$ cat config.mk
export PLATFORM = sky130hd
export DESIGN_NAME = timeset_controller
export DESIGN_NICKNAME = d
export VERILOG_FILES = /design/src/rtl/timeset_controller.sv
export SDC_FILE = /design/constraint.sdc
export NUM_CORES = 1
export LEC_CHECK = 0
export BUFFER_PORTS_ARGS = -buffer_cell sky130_fd_sc_hd__buf_2
export CORE_MARGIN = 5
export CORE_UTILIZATION = 24
export DETAILED_ROUTE_END_ITERATION = 7
export PLACE_DENSITY = 0.39
export SYNTH_ARGS = -nofsm -noshare
export SYNTH_HDL_FRONTEND = slang
export SYNTH_SLANG_ARGS = --single-unit
$ cat constraint.sdc
create_clock -name i_clk -period 3.35 [get_ports i_clk]
set_input_delay 0.1675 -clock i_clk [delete_from_list [all_inputs] [get_ports i_clk]]
set_output_delay 0.1675 -clock i_clk [all_outputs]
set_load 0.005 [all_outputs]
$ cat src/rtl/timeset_controller.sv
// ---------------------------------------------------------------------------
// timeset_controller
//
// Front end for basic_clock. It divides the system clock down to a 1 Hz
// strobe, synchronises and debounces the hour, minute and fast-set buttons,
// decodes them into the clock mode and generates the timeset strobe at a slow
// or fast rate.
//
// Ports:
//   i_clk          system clock
//   i_reset_n      asynchronous active-low reset
//   i_btn_hours    raw hour button, active-high, asynchronous
//   i_btn_minutes  raw minute button, active-high, asynchronous
//   i_btn_fast     raw fast-set button, active-high, asynchronous
//   o_1hz_stb      one-cycle pulse once per second
//   o_timeset_stb  one-cycle pulse at the current set rate
//   o_mode         0 COUNTING, 1 SET_MINUTES, 2 SET_HOURS, 3 CLEAR_SECONDS
//
// Optional feature macro: HOLD_ACCEL_EN
//   When defined, holding a set button switches to the fast rate on its own
//   after ACCEL_COUNT slow-rate strobes in the same set state.
// ---------------------------------------------------------------------------
module timeset_controller #(
    parameter int SYS_CLK_HZ      = 50_000_000,
    parameter int FAST_SET_HZ     = 5,
    parameter int SLOW_SET_HZ     = 2,
    parameter int DEBOUNCE_CYCLES = 500_000,
    parameter int ACCEL_COUNT     = 8
) (
    input  logic       i_clk,
    input  logic       i_reset_n,
    input  logic       i_btn_hours,
    input  logic       i_btn_minutes,
    input  logic       i_btn_fast,
    output logic       o_1hz_stb,
    output logic       o_timeset_stb,
    output logic [1:0] o_mode
);

    localparam int ONE_HZ_DIV  = SYS_CLK_HZ;
    localparam int FAST_DIV    = (FAST_SET_HZ > 0) ? (SYS_CLK_HZ / FAST_SET_HZ) : 0;
    localparam int SLOW_DIV    = (SLOW_SET_HZ > 0) ? (SYS_CLK_HZ / SLOW_SET_HZ) : 0;
    localparam int SET_DIV_MAX = (FAST_DIV > SLOW_DIV) ? FAST_DIV : SLOW_DIV;

    localparam int ONE_HZ_W = (ONE_HZ_DIV > 1) ? $clog2(ONE_HZ_DIV) : 1;
    localparam int SET_W    = (SET_DIV_MAX > 1) ? $clog2(SET_DIV_MAX) : 1;
    localparam int DB_W     = (DEBOUNCE_CYCLES > 1) ? $clog2(DEBOUNCE_CYCLES) : 1;

    localparam logic [ONE_HZ_W-1:0] ONE_HZ_LAST = ONE_HZ_W'(ONE_HZ_DIV - 1);
    localparam logic [SET_W-1:0]    FAST_LAST   = SET_W'(FAST_DIV - 1);
    localparam logic [SET_W-1:0]    SLOW_LAST   = SET_W'(SLOW_DIV - 1);
    localparam logic [DB_W-1:0]     DB_LAST     = DB_W'(DEBOUNCE_CYCLES - 1);

    localparam int BTN_HOURS   = 0;
    localparam int BTN_MINUTES = 1;
    localparam int BTN_FAST    = 2;

    // A divisor below 1 would give a zero-length count; refuse to build.
    generate
        if (ONE_HZ_DIV < 1 || FAST_DIV < 1 || SLOW_DIV < 1 ||
            DEBOUNCE_CYCLES < 1 || ACCEL_COUNT < 0) begin : g_bad_config
            $error("timeset_controller: a divisor evaluates to less than 1");
        end
    endgenerate

    typedef enum logic [1:0] {
        COUNTING      = 2'd0,
        SET_MINUTES   = 2'd1,
        SET_HOURS     = 2'd2,
        CLEAR_SECONDS = 2'd3
    } mode_t;

    logic [2:0]      raw;
    logic [2:0]      sync_meta;
    logic [2:0]      sync;
    logic [2:0]      db;
    logic [DB_W-1:0] db_cnt [3];

    mode_t state;
    mode_t state_next;
    mode_t state_prev;

    logic                entry;
    logic                in_set;
    logic                periodic;
    logic                use_fast;
    logic [SET_W-1:0]    set_last;
    logic [SET_W-1:0]    set_cnt;
    logic [ONE_HZ_W-1:0] hz_cnt;

    assign raw = {i_btn_fast, i_btn_minutes, i_btn_hours};

    // Two-flop synchroniser for all three buttons.
    always_ff @(posedge i_clk or negedge i_reset_n) begin
        if (!i_reset_n) begin
            sync_meta <= '0;
            sync      <= '0;
        end else begin
            sync_meta <= raw;
            sync      <= sync_meta;
        end
    end

    // Debounce: a button's level only flips after the synchronised value has
    // disagreed with it for DEBOUNCE_CYCLES consecutive cycles; any agreement
    // restarts the count, so short glitches are discarded.
    always_ff @(posedge i_clk or negedge i_reset_n) begin
        if (!i_reset_n) begin
            for (int b = 0; b < 3; b++) begin
                db_cnt[b] <= '0;
            end
            db <= '0;
        end else begin
            for (int b = 0; b < 3; b++) begin
                if (sync[b] == db[b]) begin
                    db_cnt[b] <= '0;
                end else if (db_cnt[b] == DB_LAST) begin
                    db[b]     <= sync[b];
                    db_cnt[b] <= '0;
                end else begin
                    db_cnt[b] <= db_cnt[b] + DB_W'(1);
                end
            end
        end
    end

    // Mode state register; state_prev lets the strobe logic spot the first
    // cycle of a newly entered mode.
    always_ff @(posedge i_clk or negedge i_reset_n) begin
        if (!i_reset_n) begin
            state      <= COUNTING;
            state_prev <= COUNTING;
        end else begin
            state      <= state_next;
            state_prev <= state;
        end
    end

    // Mode decode from debounced levels. CLEAR_SECONDS is sticky until both
    // buttons are up so that releasing them one at a time never lands in a
    // set mode by accident.
    always_comb begin
        state_next = state;
        case (state)
            COUNTING: begin
                if (db[BTN_HOURS] && db[BTN_MINUTES]) begin
                    state_next = CLEAR_SECONDS;
                end else if (db[BTN_HOURS]) begin
                    state_next = SET_HOURS;
                end else if (db[BTN_MINUTES]) begin
                    state_next = SET_MINUTES;
                end
            end
            SET_MINUTES: begin
                if (db[BTN_HOURS]) begin
                    state_next = CLEAR_SECONDS;
                end else if (!db[BTN_MINUTES]) begin
                    state_next = COUNTING;
                end
            end
            SET_HOURS: begin
                if (db[BTN_MINUTES]) begin
                    state_next = CLEAR_SECONDS;
                end else if (!db[BTN_HOURS]) begin
                    state_next = COUNTING;
                end
            end
            CLEAR_SECONDS: begin
                if (!db[BTN_HOURS] && !db[BTN_MINUTES]) begin
                    state_next = COUNTING;
                end
            end
            default: state_next = COUNTING;
        endcase
    end

    assign o_mode = state;

    // 1 Hz prescaler. Holding it at zero during CLEAR_SECONDS makes the
    // first second after the clear a full one.
    always_ff @(posedge i_clk or negedge i_reset_n) begin
        if (!i_reset_n) begin
            hz_cnt <= '0;
        end else if (state == CLEAR_SECONDS || hz_cnt == ONE_HZ_LAST) begin
            hz_cnt <= '0;
        end else begin
            hz_cnt <= hz_cnt + ONE_HZ_W'(1);
        end
    end

    assign o_1hz_stb = (hz_cnt == ONE_HZ_LAST) && (state != CLEAR_SECONDS);

    assign entry    = (state != state_prev) && (state != COUNTING);
    assign in_set   = (state == SET_MINUTES) || (state == SET_HOURS);
    assign set_last = use_fast ? FAST_LAST : SLOW_LAST;
    // ">=" rather than "==" so a drop from slow to fast divisor mid-count
    // fires at once instead of running past the new limit.
    assign periodic = in_set && !entry && (set_cnt >= set_last);

    assign o_timeset_stb = entry || periodic;

    // Set-rate counter: restarts on every strobe, idles outside set modes.
    always_ff @(posedge i_clk or negedge i_reset_n) begin
        if (!i_reset_n) begin
            set_cnt <= '0;
        end else if (!in_set || entry || periodic) begin
            set_cnt <= '0;
        end else begin
            set_cnt <= set_cnt + SET_W'(1);
        end
    end

`ifdef HOLD_ACCEL_EN
    localparam int ACCEL_W = (ACCEL_COUNT > 0) ? $clog2(ACCEL_COUNT + 1) : 1;
    localparam logic [ACCEL_W-1:0] ACCEL_SAT = ACCEL_W'(ACCEL_COUNT);

    logic [ACCEL_W-1:0] accel_cnt;
    logic               accel_sat;

    assign accel_sat = (accel_cnt == ACCEL_SAT);
    assign use_fast  = db[BTN_FAST] || accel_sat;

    // Counts periodic strobes issued at the slow rate within one set mode;
    // the entry strobe is excluded and any mode change starts over.
    always_ff @(posedge i_clk or negedge i_reset_n) begin
        if (!i_reset_n) begin
            accel_cnt <= '0;
        end else if (!in_set || entry) begin
            accel_cnt <= '0;
        end else if (periodic && !use_fast) begin
            accel_cnt <= accel_cnt + ACCEL_W'(1);
        end
    end
`else
    assign use_fast = db[BTN_FAST];
`endif

endmodule

---- After elaboration in Yosys (flattened, before gate mapping) ----
Cells that the tools add are included.
word-level totals
  ROM bits ................................ 0
  output and inout port bits .............. 4
  bits of input ports ..................... 5
  bits in writable memories ............... 0
  memories kept ........................... 0
  register bits after elaboration ......... 121
  bits in latches ......................... 0
  word-level logic and storage cells ...... 76
cells by class
  magnitude comparators ................... 1
  $add $sub $neg .......................... 5
  eq/ne operators ......................... 16
  muxes and demuxes ....................... 18
  $mul .................................... 0
  shifts and indexed selects .............. 0
  reductions and logical operators ........ 21
  bitwise operators ....................... 3
  div/mod/pow operators ................... 0
operators with widths
  cell                                                                    count
  19-bit two-way mux                                                      6
  19-bit by 1-bit adder with 19-bit output (second input constant)        3
  19-bit equality test (second input constant)                            3
  25-bit two-way mux                                                      2
  26-bit by 1-bit adder with 26-bit output (second input constant)        1
  26-bit equality test (second input constant)                            1
  26-bit two-way mux                                                      1
  25-bit by 1-bit adder with 25-bit output (second input constant)        1
  25-bit >= comparator                                                    1
  2-bit two-way mux                                                       8
  2-bit case mux with 4 select lines                                      1
  1-bit logical AND                                                       6
  3-bit != test (second input constant)                                   2
  2-bit AND reduction                                                     3
  1-bit logical OR                                                        5
  2-bit equality test (second input constant)                             2
  1-bit zero test                                                         4
  2-bit != test (second input constant)                                   2
  4-bit != test (second input constant)                                   1
  4-bit AND reduction                                                     1
  1-bit equality test                                                     3
  1-bit inverter                                                          3
  2-bit by 1-bit equality test with 1-bit output (second input constant)  1
  2-bit zero test                                                         1
  other kinds (2)                                                         2

---- Longest topological paths before layout ----
  depth in word-level cells ............... 7
  depth in mapped cells ................... 8
  mapped depth without buffers ............ 7

---- Least setup slack after synthesis ----
OpenSTA, ideal clock, no wires.
  path kind ............................... register to output
  from .................................... register db[2]
  to ...................................... output port o_timeset_stb
  data required time ...................... 3.182 ns
  arrival time ............................ 2.071 ns
  setup slack ............................. 1.112 ns
  cell stages (with the launch flop) ...... 9
  cell sequence ........................... dfrtp_1 > inv_1 > ha_1 > a21oi_1 > nand2_1 > a2111oi_2 > o211ai_4 > buf_6 > o21a_1
on the way
  word-level cells in the longest chain between the ends .. 4
RTL lines
  element                           line  text
  start: declaration                76    logic [2:0] db;
  start signal: indexed assignment  118   db[b] <= sync[b];
  25-bit two-way mux                195   assign set_last = use_fast ? FAST_LAST : SLOW_LAST;
  25-bit >= comparator              198   assign periodic = in_set && !entry && (set_cnt >= set_last);
  1-bit logical AND                 198
  1-bit logical OR                  200   assign o_timeset_stb = entry || periodic;
  end: declaration                  36    output logic o_timeset_stb,
Every way passes these cells.

---- Worst setup path in the final report ----
Ends and elaborated chain as after synthesis.

==> run summary <==
outcome: finished, final reports clean
setup repair after global routing missed its margin: no
first-pass GRT wire length: 22600 µm
r2r setup slk: 590 ps
Reg area: 0.00303 mm²
sequential area share after synthesis: 48.4%
Synth area leader: dfrtp_1
hold_buf cts: 4
Hold WS: 348 ps
GP Congestion: 0.803
First-pass DRT Iterations: 6
worst reg2reg path endpoint: set_cnt[21]
max-cap violation count: 0
Setup Buffers After CTS: 0
number of global-route vias before repair: 4647
DRT iter0 DRCs: 203
CTS clk-pin slew, worst paths: 50 ps
critical path arrival: 2920 ps
Tot Pwr: 3.55 mW
crit path from: db[2]
Post-Synth XOR/XNOR Area: 14.0%
Slew Limit Headroom: 46.8%
DIE AREA: 0.0294 mm²
Num CTS Buffers: 17
Critical Path Sink Type: output pin
Starting Density: 24.2%
post-cts sizing count: 0
Slew Limit Fails: 0
crit path to: o_timeset_stb
initial antenna violation count: 0
R2R Path Start: db[2]
port buffer count: 8
Tcrit/Tclk final: 92.3%
Synth area leaders: dfrtp_1 (48%), xnor2_1 (7.6%), nor2_1 (6.8%)
final count of hold timing violations: 0
Syn Area/Cell: 9.69 µm²
Avg Vias per Cell: 4.40
Die Y: 171 µm
YS warnings: 0
Post-Place Cells: 975
critical-path maximum fanout: 16
P&R area growth vs syn: 17.1%
Setup TNS Final: 0 ps
Post-Route WL: 12800 µm
# IOs: 9
Multi-input gate area: 0.00307 mm²
DRC viols: 0
Top FF cell, synth: dfrtp_1
number of synthesized flops with an enable pin: 0
Max Fclk: 323 MHz
fillers: 2715
Post-Syn Area: 0.00626 mm²
DR vias: 4443
Worst Hold Class: primary input to asynchronous set/reset pin
Reg2Reg Depth: 8
remaining antenna violation count after routing: 0
CTS tree: yes
GRT overflow: 0
Syn Inst Count: 646
post-synthesis compound-gate area fraction: 3.06%
synthesized flop and latch total: 121
power density cells: 484 mW/mm²
critical path type: flip-flop to output pin
Die X: 171 µm
row cnt: 59
clock sink count: 121
# H-tree levels: 4
Post-synth ARST share: 100%
final setup vio count: 0
final non-filler cell total: 1010
CTS root buf: clkbuf_16
Adder-Cell Fraction of Synth Area: 4.40%
CP required: 3180 ps
Final nets: 690
Peak VDD IR: 0.320 mV
Final HPWL DP: 8710 µm
core footprint: 0.0258 mm²
share of cells above drive strength 1: 7.85%
antenna cell count: 0
clk buf depth: 2
clk_skew: 5.91 ps
post-synth top area share: 48.4%
Worst-Margin Slew: 791 ps
largest net degree at the start of global routing: 71
post-synthesis mux area share: 0.180%
syn nets: 673
Pleak: 3.03 nW
total track usage: 9.44%
Post-Synth Simple-Gate Area: 27.5%
dominant combinational cell family by area after synthesis: simple AND/OR/NAND/NOR gates
post-route minimum period: 3090 ps
Startpoint Class: flip-flop
Synth cell types: 44
wire per inst: 12.7 µm
clk_lat worst skew: 400 ps
[logic make-up after synthesis]
group	after synthesis
XOR/XNOR	100
flip-flops	121
AO/OA/AOI/OAI	29
buffers and inverters	32
multiplexers	1
AND/OR/NAND/NOR	341
adder cells (fa/ha/maj)	22
[worst min path at each step]
| stage | from | end | slack, ps |
|---|---|---|---|
| 3_3_place_gp | i_reset_n | db_cnt[9] | 260 |
| 3_5_place_dp | i_reset_n | db_cnt[9] | 260 |
| 6_report | i_reset_n | db_cnt[10] | 350 |
| 4_1_cts | sync_meta[1] | sync[1] | 350 |
| 2_1_floorplan | i_reset_n | db[0] | -130 |
| 5_1_grt | sync_meta[1] | sync[1] | 350 |
[layout make-up]
class | instances | share of cell area, %
well taps | 335 | 5.72
clock buffers | 23 | 6.39
repair buffers | 15 | 1.60
multi-input cells | 493 | 41.9
inverters | 15 | 0.768
flip-flops and latches | 121 | 41.3
clock inverters | 8 | 2.29
[flip-flops by register name (all words and copies together) (netlist names)]
name / flops
o_mode: 2
db: 3
sync: 3
sync_meta: 3
set_cnt: 25
hz_cnt: 26
db_cnt: 57
state_prev: 2
[synthesized netlist by cell type (all sizes together) (2+ instances only)]
| library cell | count |
|---|---|
| nand4b | 2 |
| ha | 22 |
| xor2 | 46 |
| o31ai | 2 |
| or2 | 6 |
| xnor2 | 54 |
| or4 | 2 |
| buf | 13 |
| and4 | 12 |
| o21ai | 8 |
| or3 | 3 |
| a21oi | 12 |
| nand3 | 38 |
| nor2 | 114 |
| nor3 | 22 |
| nand4 | 32 |
| nor4b | 5 |
| dfrtp | 121 |
| clkbuf | 4 |
| nor4 | 12 |
| inv | 15 |
| nand2 | 64 |
| nor3b | 12 |
| and2 | 4 |
| and3 | 9 |
| nand2b | 2 |
[critical path, cell delays in order, from the launching register on]
cell and delay (ps):
dfrtp_1 560, inv_1 220, ha_1 380, nand2_1 100
or4_4 440, o211ai_4 510, o21a_1 190, buf_2 100
[layout by cell type, fill, tap and decap left out, types with 2 or more instances in the layout]
master         instances
or3_1                  3
nor2_1               114
buf_4                  3
inv_1                 15
o31ai_1                2
ha_1                  22
dfrtp_1              121
nand2b_1               2
nand4b_1               2
bufinv_16              5
clkbuf_16             17
clkinv_2               2
or2_2                  5
xnor2_1               54
buf_2                  7
nor4b_1                5
clkbuf_8               2
a21oi_1               12
nor4_1                11
nor3b_1               12
nor3_1                22
and3_1                 7
clkbuf_1               4
xor2_1                46
nand3_1               37
and2_1                 4
dlygate4sd3_1          4
o21ai_0                8
and4_1                12
nand4_1               32
nand2_1               64
[metrics by stage]
stage / setup WS [ps] / util (%) / instance area (µm²)
3_5_place_dp: 578 / 25.7 / 6650
6_report: 258 / 28.4 / 7330
4_1_cts: 220 / 28.4 / 7330
3_3_place_gp: 749 / 25.7 / 6650
5_1_grt: 59.1 / 28.4 / 7330
2_1_floorplan: 1110 / - / 6260
[metal layers]
layer,vias to the layer above,part of all wire [%],global-route usage (%)
met5,-,0,0
met4,0,1.3,3.13
met3,12,2.2,2.62
met2,31,48,15.7
met1,2156,49,11.8
li1,2244,-,-
[where the power goes]
part	internal (mW)	switching, mW
registers	1.48	0.0114
logic	0.0186	0.0495
clock network	1.35	0.637
total	2.85	0.698
Note: power is estimated with default switching activity, not from simulation.
